File: src/rtl/branch_resolve_unit.sv
// Multicycle signed branch-condition resolver with a 2-bit saturating predictor table; BRANCH_STATS_EN builds stat counters.
// Latency: start sampled at edge N, done pulses in the cycle after edge N+2 (one accepted request per 3 cycles).
// Backpressure: start is accepted only while idle (busy=0); requests arriving while busy are dropped, not queued.
module branch_resolve_unit #(
  parameter int DATA_W = 32,
  parameter int IDX_W  = 4
) (
  input  logic              clk,
  input  logic              reset,
  input  logic              start,
  input  logic [2:0]        op,
  input  logic [DATA_W-1:0] a,
  input  logic [DATA_W-1:0] b,
  input  logic [IDX_W-1:0]  pc_idx,
  output logic              busy,
  output logic              pred_taken,
  output logic              done,
  output logic              taken,
  output logic              mispredict,
  output logic              illegal_op,
  output logic [15:0]       stat_total,
  output logic [15:0]       stat_miss
);

  localparam int DEPTH = 1 << IDX_W;

  typedef enum logic [1:0] {
    S_IDLE,
    S_CMP,
    S_RESOLVE
  } state_t;

  state_t            state_q, state_d;
  logic [DATA_W-1:0] a_q, a_d, b_q, b_d;
  logic [2:0]        op_q, op_d;
  logic [IDX_W-1:0]  idx_q, idx_d;
  logic              eq_q, eq_d, lt_q, lt_d, gt_q, gt_d;
  logic              pred_taken_q, pred_taken_d;
  logic              taken_q, taken_d;
  logic              mispredict_q, mispredict_d;
  logic              illegal_op_q, illegal_op_d;
  logic              done_q, done_d;
  logic [1:0]        pred_tbl_q [DEPTH];
  logic [1:0]        pred_tbl_d [DEPTH];

  logic              legal;
  logic              cond;
  logic [1:0]        ctr_cur;
  logic [1:0]        ctr_next;
  logic              stat_upd;
  logic              stat_miss_upd;

  always_comb begin
    legal = (op_q[2:1] != 2'b11);
    case (op_q)
      3'b000:  cond = eq_q;
      3'b001:  cond = !eq_q;
      3'b010:  cond = eq_q | lt_q;
      3'b011:  cond = gt_q;
      3'b100:  cond = lt_q;
      3'b101:  cond = eq_q | gt_q;
      default: cond = 1'b0;
    endcase
    ctr_cur  = pred_tbl_q[idx_q];
    ctr_next = ctr_cur;
    if (cond && ctr_cur != 2'b11) begin
      ctr_next = ctr_cur + 2'd1;
    end else if (!cond && ctr_cur != 2'b00) begin
      ctr_next = ctr_cur - 2'd1;
    end
    stat_upd      = (state_q == S_RESOLVE) && legal;
    stat_miss_upd = stat_upd && (cond != pred_taken_q);
  end

  always_comb begin
    state_d      = state_q;
    a_d          = a_q;
    b_d          = b_q;
    op_d         = op_q;
    idx_d        = idx_q;
    eq_d         = eq_q;
    lt_d         = lt_q;
    gt_d         = gt_q;
    pred_taken_d = pred_taken_q;
    taken_d      = taken_q;
    mispredict_d = mispredict_q;
    illegal_op_d = illegal_op_q;
    done_d       = 1'b0;
    pred_tbl_d   = pred_tbl_q;
    case (state_q)
      S_IDLE: begin
        if (start) begin
          a_d          = a;
          b_d          = b;
          op_d         = op;
          idx_d        = pc_idx;
          pred_taken_d = pred_tbl_q[pc_idx][1];
          state_d      = S_CMP;
        end
      end
      S_CMP: begin
        eq_d    = (a_q == b_q);
        lt_d    = ($signed(a_q) < $signed(b_q));
        gt_d    = !(a_q == b_q) && !($signed(a_q) < $signed(b_q));
        state_d = S_RESOLVE;
      end
      S_RESOLVE: begin
        // Illegal ops report a forced not-taken and leave the predictor untouched.
        taken_d      = legal & cond;
        mispredict_d = legal & (cond != pred_taken_q);
        illegal_op_d = !legal;
        done_d       = 1'b1;
        state_d      = S_IDLE;
        if (legal) begin
          pred_tbl_d[idx_q] = ctr_next;
        end
      end
      default: state_d = S_IDLE;
    endcase
  end

  always_ff @(posedge clk) begin
    if (reset) begin
      state_q      <= S_IDLE;
      a_q          <= '0;
      b_q          <= '0;
      op_q         <= '0;
      idx_q        <= '0;
      eq_q         <= 1'b0;
      lt_q         <= 1'b0;
      gt_q         <= 1'b0;
      pred_taken_q <= 1'b0;
      taken_q      <= 1'b0;
      mispredict_q <= 1'b0;
      illegal_op_q <= 1'b0;
      done_q       <= 1'b0;
      for (int i = 0; i < DEPTH; i++) begin
        pred_tbl_q[i] <= 2'b01;
      end
    end else begin
      state_q      <= state_d;
      a_q          <= a_d;
      b_q          <= b_d;
      op_q         <= op_d;
      idx_q        <= idx_d;
      eq_q         <= eq_d;
      lt_q         <= lt_d;
      gt_q         <= gt_d;
      pred_taken_q <= pred_taken_d;
      taken_q      <= taken_d;
      mispredict_q <= mispredict_d;
      illegal_op_q <= illegal_op_d;
      done_q       <= done_d;
      pred_tbl_q   <= pred_tbl_d;
    end
  end

`ifdef BRANCH_STATS_EN
  logic [15:0] stat_total_q, stat_total_d;
  logic [15:0] stat_miss_q, stat_miss_d;

  always_comb begin
    stat_total_d = stat_total_q;
    stat_miss_d  = stat_miss_q;
    if (stat_upd && stat_total_q != 16'hFFFF) begin
      stat_total_d = stat_total_q + 16'd1;
    end
    if (stat_miss_upd && stat_miss_q != 16'hFFFF) begin
      stat_miss_d = stat_miss_q + 16'd1;
    end
  end

  always_ff @(posedge clk) begin
    if (reset) begin
      stat_total_q <= '0;
      stat_miss_q  <= '0;
    end else begin
      stat_total_q <= stat_total_d;
      stat_miss_q  <= stat_miss_d;
    end
  end

  assign stat_total = stat_total_q;
  assign stat_miss  = stat_miss_q;
`else
  logic unused_stat;
  assign unused_stat = stat_upd ^ stat_miss_upd;
  assign stat_total  = 16'd0;
  assign stat_miss   = 16'd0;
`endif

  assign busy       = (state_q != S_IDLE);
  assign pred_taken = pred_taken_q;
  assign done       = done_q;
  assign taken      = taken_q;
  assign mispredict = mispredict_q;
  assign illegal_op = illegal_op_q;

endmodule

File: config.mk
export PLATFORM = sky130hd
export DESIGN_NAME = branch_resolve_unit
export DESIGN_NICKNAME = d
export VERILOG_FILES = /design/src/rtl/branch_resolve_unit.sv
export SDC_FILE = /design/constraint.sdc
export NUM_CORES = 1
export LEC_CHECK = 0
export BUFFER_PORTS_ARGS = -buffer_cell sky130_fd_sc_hd__buf_4
export CAP_MARGIN = 5
export CORE_ASPECT_RATIO = 0.6
export CORE_MARGIN = 4
export CORE_UTILIZATION = 50
export DETAILED_ROUTE_END_ITERATION = 7
export PLACE_DENSITY = 0.83
export SLEW_MARGIN = 10
export SYNTH_ARGS = -nofsm -noshare
export SYNTH_HDL_FRONTEND = slang
export SYNTH_SLANG_ARGS = --single-unit
File: constraint.sdc
create_clock -name clk -period 3 [get_ports clk]
set_clock_uncertainty 0.15 [all_clocks]
set_input_delay 0.6 -clock clk [delete_from_list [all_inputs] [get_ports clk]]
set_output_delay 0.6 -clock clk [all_outputs]
set_load 0.01 [all_outputs]
==> qor.csv <==
stage;metric;value;unit
run_status;run_status;finished, final reports clean;
global_routing;antenna_found_initial;0;
timing;rsz0062_at_grt;no;
global_routing;grt-ovfl-total;0;
pwr;power;4.52;mW
timing;hold_viol_final;0;
timing;period_needed;2.85;ns
pwr;power_density;642;nW/um^2
drt;drtAntennaViolNets;0;
timing;worst_pin_slew;0.725;ns
yosys;synthCells;695;
yosys;synth_common_cells;nand2_1 (156), dfxtp_1 (113), a21oi_1 (105), inv_1 (38);
cts;cts_buffer_depth;2;
cts;clk-insertion-delay-late;0.41;ns
timing;post-route-period-util;95.0;%
global_routing;grt_usage;22.8;%
drt;first_iter_violations;485;
yosys;ys_top_cells_by_area;dfxtp_1 (39%), nand2_1 (10%), a21oi_1 (9.1%);
cells_and_area;drive_above_1_share;20.7;%
die;core;11300;sq um
critical_path;critical_path_class;reg2reg;
place;place_area;6340;sq um
place;portBuffers;79;
drt;drt_pass1_iterations;5;
global_routing;grt_pass1_wl;24.4;mm
flow_run;max-cap-violations;0;
yosys;yosys_warnings;0;
cts;cts_num_sinks;113;
yosys;ys_types;53;
cells_and_area;fillCellCount;946;
critical_path;r2r_start;idx_q[0];
cts;clk_pin_slew;0.06;ns
die;fp-row-count;30;
cells_and_area;final_cell_area;7050;sq um
critical_path;crit_arrival;3.04;ns
timing;relSlewSlack;50.4;%
place;place_ws;-0.165;ns
yosys;ys_ff_latch;113;
cts;cts-root-buf;clkbuf_16;
critical_path;cp.required;3.19;ns
yosys;ys_seq_area_share;39.3;%
yosys;async_flop_share;0;%
worst_hold_path;holdPathStages;3;
yosys;syn_area_per_cell;8.27;sq um
yosys;yosys.area.top_type;dfxtp_1;
global_routing;grt_pass1_vias;4759;
cts;cts_tree;built;
timing;finalSetupViolCount;0;
place;hpwl;10.4;mm
worst_hold_path;min_from;a[4];
cts;cts_made_buffers;17;
place;gp_congestion;0.952;
worst_hold_path;min_to;a_q[4];
critical_path;worstPathMaxFanout;16;
yosys;yosysTopAreaCellShare;39.3;%
drt;vias_per_cell;5.51;
cells_and_area;nets;874;
die;top_level_ports;112;
critical_path;r2r_cells;10;
drt;routedWlPerCell;16.5;microns
drt;postRouteWirelength;15.2;mm
worst_hold_path;hold_class;in2reg;
cts;cts_max_level;4;
drt;drcViolationCount;0;
pwr;leakage;2.85;nW
yosys;synth_edf_count;0;
timing;setup_slack;0.151;ns
yosys;yosysMostFrequentCell;nand2_1;
cells_and_area;diodes;0;
drt;vias;5082;
yosys;yosys_most_used_dff;dfxtp_1;
critical_path;end_kind;register;
yosys;synth_area;5750;sq um
pwr;ir_drop;0.512;mV
timing;timing.fmax;351;MHz
cells_and_area;area_growth_syn_to_layout;22.6;%
die;initial_core_util;51.1;%
critical_path;r2r_slack;0.15;ns
timing;drv_slew;0;
die;die_area;13300;sq um
die;die_x;146;microns
die;die_y;91.1;microns
critical_path;reg2reg_to;pred_tbl_q[29];
critical_path;startpoint_type;register;
global_routing;grt_max_degree;74;
## kinds of logic after synthesis
kind of cell	share of synthesized area, %
adder cells (fa/ha/maj)	7.40
multiplexers	5.72
AO/OA/AOI/OAI	17.0
other	0.0652
AND/OR/NAND/NOR	19.9
buffers and inverters	10.2
flip-flops	39.3
XOR/XNOR	0.435
## timing repair
action,4_1_cts,5_1_grt
resized for setup,1,4
hold buffers,0,0
gates cloned,0,0
pin swaps,1,0
endpoints found under the hold margin,0,0
endpoints found under the setup margin,32,32
setup buffers,1,0
## how the worst max path moves through the flow
stage / from / endpoint
2_1_floorplan: idx_q[0] / pred_tbl_q[25]
3_3_place_gp: idx_q[0] / pred_tbl_q[0]
3_5_place_dp: idx_q[0] / pred_tbl_q[12]
4_1_cts: idx_q[0] / pred_tbl_q[18]
5_1_grt: idx_q[0] / pred_tbl_q[29]
6_report: idx_q[0] / pred_tbl_q[29]
## through the flow
stage               hold WS, ns  cells  TNS (ns)  utilization [%]
floorplan                 0.286    726         0                -
global placement          0.292    890    -0.696             56.3
detailed placement        0.299    890     -3.14             56.3
CTS                       0.275    923         0             62.5
global route              0.286    923         0             62.6
finish                    0.281    923         0             62.6
## area by class of cell
type | count | area, sq um | share of cell area [%]
clock buffers | 19 | 453 | 6.43
clock inverters | 13 | 208 | 2.95
inverters | 38 | 143 | 2.02
multi-input cells | 502 | 3040 | 43.1
flip-flops and latches | 113 | 2270 | 32.2
well taps | 144 | 180 | 2.56
repair buffers | 94 | 759 | 10.8
## cell usage in the layout (no fill, tap or decap), types with 2 or more instances in the layout
master and n:
nand3_1 23, nor2b_1 5, buf_12 4, nor2_1 27, a22oi_1 3, nor4_1 2, a21o_1 2, clkbuf_8 2
mux4_2 13, inv_1 38, dfxtp_1 112, buf_4 89, nor3_1 24, or2b_2 2, ha_1 34, a31oi_1 6
nand2_1 155, or3_1 2, nand3b_1 2, bufinv_16 5, nand4_1 8, o21ai_0 15, a31oi_2 9, nand2b_1 6
clkinv_2 2, a221o_1 2, conb_1 32, a21oi_1 104, clkbuf_16 17, clkinvlp_4 4
## report_power, final
part	switching, mW	leakage [nW]	internal, mW
combinational	0.380	1.62	0.269
sequential	0.0466	0.924	1.57
clock	0.740	0.312	1.52
total	1.17	2.85	3.35
## critical path, cell delays in order, from the launching register on
cell	delay [ns]
dfxtp_4	0.39
buf_6	0.16
mux4_2	0.55
a221oi_4	0.29
ha_1	0.32
inv_1	0.14
nor2_1	0.09
mux2i_4	0.18
buf_12	0.17
nand3_1	0.12
a21oi_2	0.20
## registers in the layout, summed over array words and instances, names as in the netlist
name,flops
a_q,32
b_q,32
done,1
eq_q,1
gt_q,1
idx_q,4
illegal_op,1
lt_q,1
mispredict,1
op_q,3
pred_taken,1
pred_tbl_q,32
state_q,2
taken,1
## routing by layer
layer | track usage [%] | wire, microns | vias to the layer above
met4 | 5.79 | 201 | 0
met1 | 32.3 | 7000 | 2384
li1 | - | - | 2470
met2 | 33.7 | 6720 | 207
met5 | 0 | 0 | -
met3 | 7.13 | 1300 | 21
Note: power is estimated with default switching activity, not from simulation.
